<file path="config.mk">
export PLATFORM = sky130hd
export DESIGN_NAME = proc_run_ctrl
export DESIGN_NICKNAME = d
export VERILOG_FILES = /design/src/rtl/proc_run_ctrl.sv
export SDC_FILE = /design/constraint.sdc
export NUM_CORES = 1
export LEC_CHECK = 0
export ABC_AREA = 1
export ABC_CLOCK_PERIOD_IN_PS = 3450
export CAP_MARGIN = 20
export CORE_UTILIZATION = 35
export DETAILED_ROUTE_END_ITERATION = 8
export GPL_TIMING_DRIVEN = 0
export PLACE_DENSITY = 0.7
export SYNTH_ARGS = -nofsm -noshare
export SYNTH_HDL_FRONTEND = slang
export SYNTH_SLANG_ARGS = --single-unit
</file>
<file path="constraint.sdc">
create_clock -name clk -period 3.45 [get_ports clk]
set_input_delay 0.69 -clock clk [delete_from_list [all_inputs] [get_ports clk]]
set_output_delay 0.69 -clock clk [all_outputs]
set_load 0.1 [all_outputs]
</file>
<file path="src/rtl/proc_run_ctrl.sv">
// Run/step/breakpoint controller gating a processor clock enable from a run switch and a debounced step button.
// Optional breakpoint logic and BREAK state are built only when PROC_RUN_CTRL_BKPT_EN is defined.
module proc_run_ctrl #(
    parameter int REG_WIDTH       = 32,
    parameter int CNT_WIDTH       = 32,
    parameter int DEBOUNCE_CYCLES = 16
) (
    input  logic                 clk,
    input  logic                 rstn,
    input  logic                 run_sw,
    input  logic                 step_btn,
    input  logic [REG_WIDTH-1:0] pc,
    input  logic [REG_WIDTH-1:0] bkpt_addr,
    input  logic                 bkpt_valid,
    output logic                 cpu_en,
    output logic [1:0]           state,
    output logic                 halted,
    output logic [CNT_WIDTH-1:0] exec_cnt
);

    localparam int DBW = $clog2(DEBOUNCE_CYCLES + 1);

    typedef enum logic [1:0] {
        ST_HALT  = 2'b00,
        ST_RUN   = 2'b01,
        ST_STEP  = 2'b10,
        ST_BREAK = 2'b11
    } state_t;

    logic           run_s1_q, run_s2_q;
    logic           btn_s1_q, btn_s2_q;
    logic           btn_lvl_q, btn_lvl_d;
    logic [DBW-1:0] db_cnt_q, db_cnt_d;
    logic           step_pulse;
    state_t         state_q, state_d;
    logic           first_q, first_d;
    logic [CNT_WIDTH-1:0] exec_cnt_q;
    logic           hit;
    logic           hit_run;
    logic           cpu_en_raw;

    // A level is accepted once it has differed from the accepted level for DEBOUNCE_CYCLES cycles in a row.
    always_comb begin
        btn_lvl_d  = btn_lvl_q;
        db_cnt_d   = '0;
        step_pulse = 1'b0;
        if (btn_s2_q != btn_lvl_q) begin
            if (db_cnt_q == DBW'(DEBOUNCE_CYCLES - 1)) begin
                btn_lvl_d  = btn_s2_q;
                step_pulse = btn_s2_q;
            end else begin
                db_cnt_d = db_cnt_q + 1'b1;
            end
        end
    end

`ifdef PROC_RUN_CTRL_BKPT_EN
    assign hit = bkpt_valid && (pc == bkpt_addr);
`else
    logic unused_bkpt;
    assign unused_bkpt = ^{pc, bkpt_addr, bkpt_valid};
    assign hit         = 1'b0;
`endif

    // Resuming from HALT must execute the instruction even if it sits on the breakpoint.
    assign hit_run = hit && !first_q;

    always_comb begin
        state_d    = state_q;
        first_d    = 1'b0;
        cpu_en_raw = 1'b0;
        case (state_q)
            ST_HALT: begin
                if (run_s2_q) begin
                    state_d = ST_RUN;
                    first_d = 1'b1;
                end else if (step_pulse) begin
                    state_d = ST_STEP;
                end
            end
            ST_RUN: begin
                cpu_en_raw = !hit_run;
                if (!run_s2_q) begin
                    state_d = ST_HALT;
                end else if (hit_run) begin
                    state_d = ST_BREAK;
                end
            end
            ST_STEP: begin
                cpu_en_raw = 1'b1;
                state_d    = ST_HALT;
            end
            ST_BREAK: begin
                if (!run_s2_q) begin
                    state_d = ST_HALT;
                end else if (step_pulse) begin
                    state_d = ST_STEP;
                end
            end
            default: state_d = ST_HALT;
        endcase
    end

    always_ff @(posedge clk) begin
        if (!rstn) begin
            run_s1_q   <= 1'b0;
            run_s2_q   <= 1'b0;
            btn_s1_q   <= 1'b0;
            btn_s2_q   <= 1'b0;
            btn_lvl_q  <= 1'b0;
            db_cnt_q   <= '0;
            state_q    <= ST_HALT;
            first_q    <= 1'b0;
            exec_cnt_q <= '0;
        end else begin
            run_s1_q  <= run_sw;
            run_s2_q  <= run_s1_q;
            btn_s1_q  <= step_btn;
            btn_s2_q  <= btn_s1_q;
            btn_lvl_q <= btn_lvl_d;
            db_cnt_q  <= db_cnt_d;
            state_q   <= state_d;
            first_q   <= first_d;
            if (cpu_en) begin
                exec_cnt_q <= exec_cnt_q + 1'b1;
            end
        end
    end

    // Outputs are forced to the halted view while reset is held, before the first reset edge lands.
    assign cpu_en   = rstn && cpu_en_raw;
    assign state    = rstn ? state_q : ST_HALT;
    assign halted   = (state == ST_HALT) || (state == ST_BREAK);
    assign exec_cnt = exec_cnt_q;

endmodule

</file>
Yosys cells after proc, flatten, opt, wreduce, memory -nomap -nowiden
Cells that the tools add are included.
{"block": "totals", "register_bits": 44, "inputBits": 69, "output_inout_bits": 36, "wordCells": 35}
{"block": "op_classes", "n_addsub": 2, "n_eq_ne": 7, "mux": 9, "n_bitwise": 2, "reduce_logical": 7}
{"op": "$add A32 B1 Y32 const B", "n": 1}
{"op": "$mux W2", "n": 5}
{"op": "$pmux W2 S4", "n": 1}
{"op": "$eq A2 B2 Y1 const B", "n": 3}
{"op": "$add A5 B1 Y5 const B", "n": 1}
{"op": "$eq A5 B4 Y1 const B", "n": 1}
{"op": "$logic_not A2 Y1", "n": 2}
{"op": "$mux W1", "n": 3}
{"op": "$reduce_or A3 Y1", "n": 1}
{"op": "$eq A2 B1 Y1 const B", "n": 1}
{"op": "$ne A2 B2 Y1 const B", "n": 1}
{"op": "$not A1 Y1", "n": 2}
{"op": "$reduce_and A2 Y1", "n": 1}
{"op": "$reduce_or A2 Y1", "n": 1}
{"op": "$logic_and A1 B1 Y1", "n": 1}
{"op": "$logic_or A1 B1 Y1", "n": 1}
{"op": "$ne A1 B1 Y1", "n": 1}

Depth between registers and ports, before layout
Gate-level depths: netlist of the first run.
{"block": "depth", "ltp_word": 6, "ltp_mapped": 10, "ltp_nobuf": 10}

Worst setup path before layout of the first run
No wires, ideal clock.
{"block": "synth_timing", "kind": "in2out", "from": "in rstn", "to": "out halted", "arrival_ps": 3029, "required_time_ps": 2760, "setup_slack_ps": -269, "cell_stages": 3, "n_path_buf": 1, "path_cell_list": "buf_4 -> nand2_1 -> o21ai_0"}
{"block": "synth_via", "elab_chain_len": 3, "elab_cells_between_ends": 4, "classes_between": "1 x eq/ne; 1 x mux; 2 x reduce/logical"}
{"element": "from (decl)", "line": "9", "rtl": "input logic rstn,"}
{"element": "$mux W2 (*)", "line": "132", "rtl": "assign state = rstn ? state_q : ST_HALT;"}
{"element": "$eq A2 B2 Y1 or $logic_not A2 Y1 (tied branches)", "line": "133", "rtl": "assign halted = (state == ST_HALT) || (state == ST_BREAK);"}
{"element": "$logic_or A1 B1 Y1 (*)", "line": "133"}
{"element": "to (decl)", "line": "17", "rtl": "output logic halted,"}
Mark *: on every way between the ends. The rest lies on a longest branch, timed or not.

Worst setup path in the final report of the first run
{"block": "layout_timing", "from": "in rstn", "to": "out state[0]"}
{"block": "layout_via", "elab_chain_len": 1}
{"element": "$mux W2", "line": "132"}
{"element": "to (decl)", "line": "16", "rtl": "output logic [1:0] state,"}
Every way passes these cells.

==> flow_summary.ini, run 1 <==
[critical_path]
ff2ff_setup_slack_ps = 1580
rr_worst_depth = 9
setup.worst_path.class = primary input to output port
crit_chain = buf_4 > clkbuf_1 > nand2_1 > inv_1 > clkdlybuf4s50_1
crit-reg2reg-launch = state_q[0]$_SDFFE_PN0P_
capture_instance_of_the_worst_register_to_register_path = exec_cnt[17]$_SDFFE_PN0P_
kind_of_capture_point_of_the_worst_setup_path = output port
required_ps = 2760
crit_path_start = rstn
cp_slowest_stage_delay_ps = 1120
critical_path_peak_fanout = 10
crit_path_top_delay_cell = clkdlybuf4s50_1
worst-endpoint-arrival_ps = 2570
critPathLaunchType = primary input

[power_and_ir_drop]
worst_ir_drop_vdd_mv = 0.142
totalPowerFinal_uw = 904
power_density_nw_per_um2 = 313
power.leakage_nw = 1.18

[logic_synthesis]
ys_dominant_reg_cell = dfxtp_1
synthSimpleGateAreaFrac_pct = 38.8
syn_avg_cell_area_um2 = 6.64
combinational_family_with_the_most_area_after_synthesis = simple AND/OR/NAND/NOR gates
synth_async_sr_flop_share_pct = 0
netlist_area_um2 = 2320
synth-compound-area-share_pct = 8.59
ys_top_cells_by_area = dfxtp_1 (38%), nand2_1 (12%), nor2_1 (10%)
synthesis.yosys.warnings = 0
post_synth_mux_area_share_pct = 0
ys_seq_area_share_pct = 38.0
yosysUniqueCellTypes = 29
yosys.area.top_type_share_pct = 38.0
synth_edf_count = 0
yosys_register_bits = 44
synth_area_leader_cell = dfxtp_1
synth_commonest_cells = nand2_1 (72), nor2_1 (63), inv_1 (54)
post_synth_inst_count = 349
postSynthNetCount = 424
synth_xor_xnor_area_share_pct = 1.51
yosys.cell_count.top_type = nand2_1
synth_adder_area_share_pct = 3.24

[global_route]
initial_antenna_violation_count = 0
grt_max_degree = 13
grt.overflow.total = 0
total_grt_usage_pct = 16.7
grt_pass1_vias = 2045
grt_pass1_wl_um = 9350

[worst_hold_path]
hp-start = run_s1_q$_SDFF_PN0_
timing.hold.worst_path_depth = 2
worstHoldEndpoint = run_s2_q$_SDFF_PN0_
hold_path.class = register to register

[clock_network]
clk-insertion-delay-late_ps = 300
ctsLongestPathBuffers = 2
cts_tree = done
ctsRootBufferMaster = clkbuf_8
cts.htree.levels = 2
cts_buffers = 5
clk_pin_slew_ps = 80
cts_num_sinks = 44

[die]
core_um2 = 6390
start_util_pct = 36.3
die_h_um = 83.4
rows = 29
io_pins = 105
die_area_um2 = 6950
fp.dieW_um = 83.4

[routing]
num_vias = 2273
drt_drc_violations_left = 0
antenna_left = 0
vias_per_cell = 4.82
detailedRoute.firstPassIterationCount = 4
wirelength_um = 5530
detailedRoute.firstIterationViolations = 111
drt-wirelength-per-cell_um = 11.7

[sta]
hold_violations = 0
number_of_max_slew_violations_in_the_final_report = 0
min_period_ps = 3260
final.hold.worst_slack_ps = 418
achievable_clock_frequency_mhz = 307
finalSetupTns_ps = 0
timing_worst_slew_pin_value_ps = 996
fin_skew_ps = 5.27
report.final.setup_viol = 0
fin_crit_sh_pct = 94.5
timing.slew.headroom_pct = 33.4
unrepaired_setup_endpoints_after_global_routing = false

[cells_and_area]
areaGrowthSynthToFinish_pct = 24.6
non_filler_instances = 472
ratio_of_cells_with_drive_above_1_in_the_final_layout_pct = 4.81
final_util_pct = 45.2
fin_nets = 469
n_antenna_cell = 0

[placed_design]
place_hpwl_um = 4170
gp_congestion = 0.851
numPortBuffers = 38
dp.cells = 464

[run]
maximum_capacitance_violations = 0

[outcome]
outcome = finished, final reports clean
[per-layer routing]
| layer | up-vias | GRT usage [%] | part of all wire (%) |
|---|---|---|---|
| met2 | 68 | 25.3 | 43 |
| met4 | 0 | 7.21 | 2.0 |
| met5 | - | 0 | 0 |
| met3 | 8 | 3.58 | 4.9 |
| met1 | 1003 | 22.9 | 50 |
| li1 | 1194 | - | - |
[worst max path at each step]
| stage | slack, ps | endpoint | cells after the start |
|---|---|---|---|
| after CTS | 40 | cpu_en | 5 |
| after global routing | 110 | state[0] | 5 |
| after floorplan | 490 | halted | 3 |
| after detailed placement | 180 | state[0] | 5 |
| final | 190 | state[0] | 5 |
| after global placement | 180 | state[0] | 5 |
[flip-flops by register name, summed over array words and instances, names as in the netlist]
signal	count
btn_lvl_q	1
btn_s1_q	1
btn_s2_q	1
db_cnt_q	5
exec_cnt	32
run_s1_q	1
run_s2_q	1
state_q	2
[cells in the final DEF, fill, tap and decap left out, drive strengths merged]
| cell type | n |
|---|---|
| ha | 6 |
| xnor2 | 1 |
| nand3 | 34 |
| clkbuf | 11 |
| o2bb2ai | 1 |
| inv | 55 |
| o21bai | 1 |
| nor3b | 2 |
| o21a | 2 |
| nor2 | 70 |
| buf | 1 |
| xor2 | 3 |
| dlymetal6s2s | 1 |
| clkdlybuf4s50 | 37 |
| nand4 | 12 |
| nand2 | 75 |
| o21ai | 14 |
| nand3b | 1 |
| dfxtp | 44 |
| a21oi | 18 |
| nor3 | 4 |
| a211oi | 1 |
| clkinv | 1 |
[repair_timing]
item | 4_1_cts | 5_1_grt
endpoints found under the setup margin | 0 | 1
buffers inserted | 0 | 0
hold endpoints to repair | 0 | 0
resized for setup | 0 | 1
hold buffers | 0 | 0
[power by group]
part / leakage, nW / switching (mW) / total (mW) / internal [mW]
sequential: 0.355 / 0.00341 / 0.515 / 0.511
combinational: 0.783 / 0.0373 / 0.0526 / 0.0153
clock: 0.0455 / 0.173 / 0.337 / 0.164
[worst max-delay path, delay by kind of cell]
kind | cells | cell delay, ps
buf+inv | 4 | 1710
simple gates | 1 | 160
[metrics by stage]
step	instance area (µm²)	worst slack, ps
2_1_floorplan	2320	488
3_3_place_gp	2790	178
3_5_place_dp	2790	178
4_1_cts	2880	43.2
5_1_grt	2890	111
6_report	2890	190
[logic make-up (layout without fill, tap and decap cells)]
group,Yosys count,after routing
flip-flops,44,44
AND/OR/NAND/NOR,198,198
buffers and inverters,60,106
AO/OA/AOI/OAI,37,37
XOR/XNOR,4,4
adder cells (fa/ha/maj),6,6
[layout make-up]
class / instances / area (µm²)
multi-input cells: 245 / 1210
fillers: 700 / 3500
repair buffers: 38 / 383
plain buffers: 4 / 18.8
clock buffers: 8 / 90.1
well taps: 77 / 96.3
flip-flops and latches: 44 / 881
inverters: 56 / 210
Power figures use the tool's default switching activity.
==> run 2, diff against run 1 <==
--- a/config.mk
+++ b/config.mk
@@ -8,10 +8,11 @@
 export ABC_AREA = 1
 export ABC_CLOCK_PERIOD_IN_PS = 3450
 export CAP_MARGIN = 20
-export CORE_UTILIZATION = 35
+export CORE_UTILIZATION = 45
 export DETAILED_ROUTE_END_ITERATION = 8
+export GPL_ROUTABILITY_DRIVEN = 0
 export GPL_TIMING_DRIVEN = 0
-export PLACE_DENSITY = 0.7
+export PLACE_DENSITY = 0.87
 export SYNTH_ARGS = -nofsm -noshare
 export SYNTH_HDL_FRONTEND = slang
 export SYNTH_SLANG_ARGS = --single-unit
==> run 2 against run 1 <==
  * Combinational power barely moved
  * Sequential power about the same
  * Wire length is 3.1% lower
  * Critical endpoint unchanged
  * First-iteration DRC count increased by 89%
  * Count of clock-buffer cells in the layout shrank 1
  * Non-clock buffer count unchanged
  * Via count rose by 4.0%
  * Clock skew grew 2.0 ps
  * Die area decreased by 22%
  * Sequential cell count stayed put
  * Power increased by 1.7%
==> flow_summary.ini, run 2 (same netlist as run 1, synthesis figures left out) <==
[sta]
number_of_max_slew_violations_in_the_final_report = 0
hold_violations = 0
achievable_clock_frequency_mhz = 307
fin_crit_sh_pct = 94.4
final.hold.worst_slack_ps = 427
fin_skew_ps = 7.31
finalSetupTns_ps = 0
post-route-worst-setup-slack_ps = 192
unrepaired_setup_endpoints_after_global_routing = false
min_period_ps = 3260
timing.slew.headroom_pct = 33.7
report.final.setup_viol = 0
timing_worst_slew_pin_value_ps = 991

[routing]
met3RoutedLength_um = 361
detailedRoute.firstPassIterationCount = 5
dr_wl_met2_um = 2450
top_signal_layer_used = met4
detail_route.wirelength.met1_um = 2450
wirelength_um = 5360
antenna_left = 0
drt_drc_violations_left = 0
drt-wirelength-per-cell_um = 11.6
vias_per_cell = 5.13
num_vias = 2365
detailedRoute.firstIterationViolations = 210

[critical_path]
kind_of_capture_point_of_the_worst_setup_path = output port
critical_path_peak_fanout = 10
rr_worst_depth = 9
cp_slowest_stage_delay_ps = 1120
worst-endpoint-arrival_ps = 2570
setup.worst_path.class = primary input to output port
critPathLaunchType = primary input
path_delay_family = buffers and inverters
crit_path_top_delay_cell = clkdlybuf4s50_1
path_depth = 5
path_buf_inv = 4
required_ps = 2760
crit_chain = buf_4 > clkbuf_1 > nand2_1 > inv_1 > clkdlybuf4s50_1

[global_route]
total_grt_usage_pct = 21.7
grt.overflow.total = 0
grt_pass1_wl_um = 9120
grt_max_degree = 13
initial_antenna_violation_count = 0
grt_pass1_vias = 2148

[power_and_ir_drop]
worst_ir_drop_vdd_mv = 0.203
power_switching_share_pct = 23.4
power_frac_clock_pct = 38.3
netSwitchingPower_uw = 215
power.leakage_nw = 1.19
cell_internal_pwr_uw = 705
seq_power_share_pct = 56.0
power_density_nw_per_um2 = 319
p_comb_share_pct = 5.8
totalPowerFinal_uw = 920

[clock_network]
ctsRootBufferMaster = clkbuf_8
cts_num_sinks = 44
cts_buffers = 5
cts.htree.levels = 2
ctsLongestPathBuffers = 2
clk-insertion-delay-late_ps = 300
clk_pin_slew_ps = 80
buffers_inserted_by_post_cts_timing_repair = 0
cts_tree = done
post_cts_hold_buffer_count = 0

[cells_and_area]
fillCellCount = 435
final-seq-area_um2 = 881
n_antenna_cell = 0
largest_reg_flops = 32
ratio_of_cells_with_drive_above_1_in_the_final_layout_pct = 5.08
final_util_pct = 59.4
areaGrowthSynthToFinish_pct = 24.3
multi_input_comb_area_um2 = 1210
fin_nets = 469
non_filler_instances = 461
final_cell_mix = nand2_1 (72), nor2_1 (63), inv_1 (54)
layout.cells.most_common = nand2_1
final_cell_area_um2 = 2880

[placed_design]
place_hpwl_um = 4000
placed_area_um2 = 2780
numPortBuffers = 38
post-place-ws_ps = 179
dp.cells = 454

[die]
rows = 25
die_h_um = 73.8
die_area_um2 = 5440
io_pins = 105
core_um2 = 4850
start_util_pct = 47.8
fp.dieW_um = 73.8

[run]
maximum_capacitance_violations = 0

[worst_hold_path]
hold_path.class = register to register
timing.hold.worst_path_depth = 2

[outcome]
outcome = finished, final reports clean
==> run 2: cell types whose count changed in the layout (fill, tap and decap cells not counted), sizes merged <==
cell,delta
clkbuf,-1
==> run 2: power by group through the flow <==
| stage | Clock (mW) | Sequential (mW) | Combinational [mW] |
|---|---|---|---|
| floorplan | 0 | 0.533 | 0.0332 |
| global placement | 0 | 0.527 | 0.0513 |
| detailed placement | 0 | 0.527 | 0.0527 |
| CTS | 0.353 | 0.515 | 0.0527 |
| global route | 0.369 | 0.516 | 0.0591 |
| finish | 0.352 | 0.515 | 0.0529 |
==> run 2: layer usage <==
| metal | up-vias | track usage [%] |
|---|---|---|
| met4 | 0 | 8.97 |
| met2 | 92 | 35.6 |
| met3 | 9 | 3.57 |
| met1 | 1068 | 28.1 |
| met5 | - | 0 |
| li1 | 1196 | - |
==> run 2: what timing repair did <==
action | 4_1_cts | 5_1_grt
resized for setup | 0 | 1
setup endpoints to repair | 0 | 1
hold endpoints to repair | 0 | 0
==> run 2: worst register-to-register path: stages (launching register included) <==
cell,delay [ps]
dfxtp_1,410
inv_1,100
ha_1,400
nand2_2,170
nor2_4,170
nand2_2,90
nor2_2,240
nand4_1,120
nand2_1,80
nor2_1,40
==> run 2: final timing paths <==
| kind | startpoint | endpoint | slack, ps |
|---|---|---|---|
| worst min register to register | run_s1_q$_SDFF_PN0_ | run_s2_q$_SDFF_PN0_ | 430 |
| worst max-delay path | rstn | state[0] | 190 |
| worst max register to register | state_q[0]$_SDFFE_PN0P_ | exec_cnt[29]$_SDFFE_PN0P_ | 1540 |
| worst min-delay path | run_s1_q$_SDFF_PN0_ | run_s2_q$_SDFF_PN0_ | 430 |
==> run 2: cell type report <==
cell class,instances,area share [%]
buffer,4,0.652
clock buffer,7,3.34
inverter,56,7.30
multi-input combinational,245,41.9
sequential,44,30.6
tap,67,2.91
timing repair buffer,38,13.3
==> run 3, diff against run 2 <==
--- a/config.mk
+++ b/config.mk
@@ -8,6 +8,7 @@
 export ABC_AREA = 1
 export ABC_CLOCK_PERIOD_IN_PS = 3450
 export CAP_MARGIN = 20
+export CORE_MARGIN = 2
 export CORE_UTILIZATION = 45
 export DETAILED_ROUTE_END_ITERATION = 8
 export GPL_ROUTABILITY_DRIVEN = 0
==> run 3 against run 2 <==
  * Hold slack lost 7.2 ps
  * Critical path type unchanged
  * First-iteration DRC count shrank 37%
  * Sequential cell count is the same
  * Non-clock buffer count unchanged
  * Clock skew about the same
  * Via count fell by 1.1%
  * Combinational power about the same
  * Count of clock-buffer cells in the layout decreased by 1
  * Setup slack improved by 9.2 ps
  * Highest routed layer unchanged
  * Clock power rose by 9.9%
  * Sequential share of layout area decreased by 0.16 points
==> flow_summary.ini, run 3 (same netlist as run 1, synthesis figures left out) <==
[clock_network]
clk-insertion-delay-late_ps = 290
ctsRootBufferMaster = clkbuf_8
cts_tree = done
cts.htree.levels = 2
cts_buffers = 5
post_cts_hold_buffer_count = 0
clk_pin_slew_ps = 80
cts_num_sinks = 44
ctsLongestPathBuffers = 2
buffers_inserted_by_post_cts_timing_repair = 0

[cells_and_area]
largest_reg_flops = 32
n_antenna_cell = 0
fillCellCount = 485
fin_nets = 469
ratio_of_cells_with_drive_above_1_in_the_final_layout_pct = 5.06
areaGrowthSynthToFinish_pct = 24.9
final_cell_mix = nand2_1 (72), nor2_1 (63), inv_1 (54)
layout.cells.most_common = nand2_1
final_util_pct = 57.4

[power_and_ir_drop]
seq_power_share_pct = 54.0
power.leakage_nw = 1.19
netSwitchingPower_uw = 212
totalPowerFinal_uw = 954
worst_ir_drop_vdd_mv = 0.146
power_density_nw_per_um2 = 330
cell_internal_pwr_uw = 742
power_frac_clock_pct = 40.5
power_switching_share_pct = 22.3
p_comb_share_pct = 5.5

[critical_path]
crit_path_top_delay_cell = clkdlybuf4s50_1
rr_worst_depth = 8
worst-endpoint-arrival_ps = 2560
critical_path_peak_fanout = 10
kind_of_capture_point_of_the_worst_setup_path = output port
crit_chain = buf_4 > clkbuf_1 > nand2_1 > inv_1 > clkdlybuf4s50_1
setup.worst_path.class = primary input to output port
required_ps = 2760
cp_slowest_stage_delay_ps = 1120
critPathLaunchType = primary input

[global_route]
grt_pass1_wl_um = 8900
gr-usage-met3_pct = 2.91
groute.layer.met1.usage_pct = 26.4
grt_max_degree = 14
grt-busiest-layer = met2
grt.met2_usage_pct = 33.5
grt.overflow.total = 0
grt_pass1_vias = 2085
initial_antenna_violation_count = 0
total_grt_usage_pct = 19.9

[die]
start_util_pct = 46.0
io_pins = 105
core_um2 = 5040
die_area_um2 = 5740
rows = 26
die_h_um = 75.8
fp.dieW_um = 75.8

[routing]
num_vias = 2339
drt_drc_violations_left = 0
drt-wirelength-per-cell_um = 11.5
wirelength_um = 5370
detailedRoute.firstPassIterationCount = 5
vias_per_cell = 5.03
antenna_left = 0
detailedRoute.firstIterationViolations = 132

[sta]
fin_crit_sh_pct = 94.2
unrepaired_setup_endpoints_after_global_routing = false
hold_violations = 0
achievable_clock_frequency_mhz = 308
fin_skew_ps = 7.58
number_of_max_slew_violations_in_the_final_report = 0
timing.slew.headroom_pct = 34.4
min_period_ps = 3250
finalSetupTns_ps = 0
timing_worst_slew_pin_value_ps = 982
report.final.setup_viol = 0
final.hold.worst_slack_ps = 419

[worst_hold_path]
timing.hold.worst_path_depth = 2
hold_path.class = register to register

[outcome]
outcome = finished, final reports clean

[placed_design]
place_hpwl_um = 4100
numPortBuffers = 38

[run]
maximum_capacitance_violations = 0
==> run 3: cell types whose count changed in the layout (fill, tap and decap cells not counted), sizes merged <==
cell,change
bufinv,+1
clkbuf,-1
clkinv,+1
==> run 3: worst paths after layout <==
path / from / endpoint / slack (ps)
max: rstn / state[0] / 200
min: btn_s1_q$_SDFF_PN0_ / btn_s2_q$_SDFF_PN0_ / 420
max reg2reg: state_q[0]$_SDFFE_PN0P_ / exec_cnt[25]$_SDFFE_PN0P_ / 1520
min reg2reg: btn_s1_q$_SDFF_PN0_ / btn_s2_q$_SDFF_PN0_ / 420
==> run 3: repair_timing <==
| action | 4_1_cts | 5_1_grt |
|---|---|---|
| setup endpoints to repair | 0 | 1 |
| resized for setup | 0 | 1 |
| hold endpoints to repair | 0 | 0 |
==> run 3: worst max-delay path, delay by kind of cell <==
family	cells	cell delay, ps
and+or+nand+nor	1	160
buffers and inverters	4	1710
==> run 3: stage by stage <==
stage | area [µm²] | instances | setup slack (ps)
after global routing | 2900 | 465 | 109
after CTS | 2890 | 465 | 47.8
final | 2900 | 465 | 201
after floorplan | 2320 | 349 | 488
after global placement | 2790 | 457 | 175
after detailed placement | 2790 | 457 | 190
==> run 3: layer usage <==
layer | vias up | part of all wire, %
li1 | 1195 | -
met1 | 1060 | 47
met2 | 77 | 46
met3 | 7 | 6.0
met4 | 0 | 1.2
met5 | - | 0
==> run 3: final cells by class <==
class / instances / area (µm²) / area share [%]
Buffer: 4 / 18.8 / 0.648
Clock buffer: 6 / 72.6 / 2.51
Clock inverter: 2 / 35.0 / 1.21
Inverter: 56 / 210 / 7.26
Multi-Input combinational cell: 245 / 1210 / 41.7
Sequential cell: 44 / 881 / 30.4
Tap cell: 70 / 87.6 / 3.03
Timing Repair Buffer: 38 / 383 / 13.2
==> run 3: power groups by stage <==
stage	logic [mW]	registers, mW	clock network [mW]
2_1_floorplan	0.0332	0.533	0
3_3_place_gp	0.0516	0.527	0
3_5_place_dp	0.0529	0.527	0
4_1_cts	0.0531	0.515	0.392
5_1_grt	0.0582	0.516	0.414
6_report	0.0528	0.515	0.387
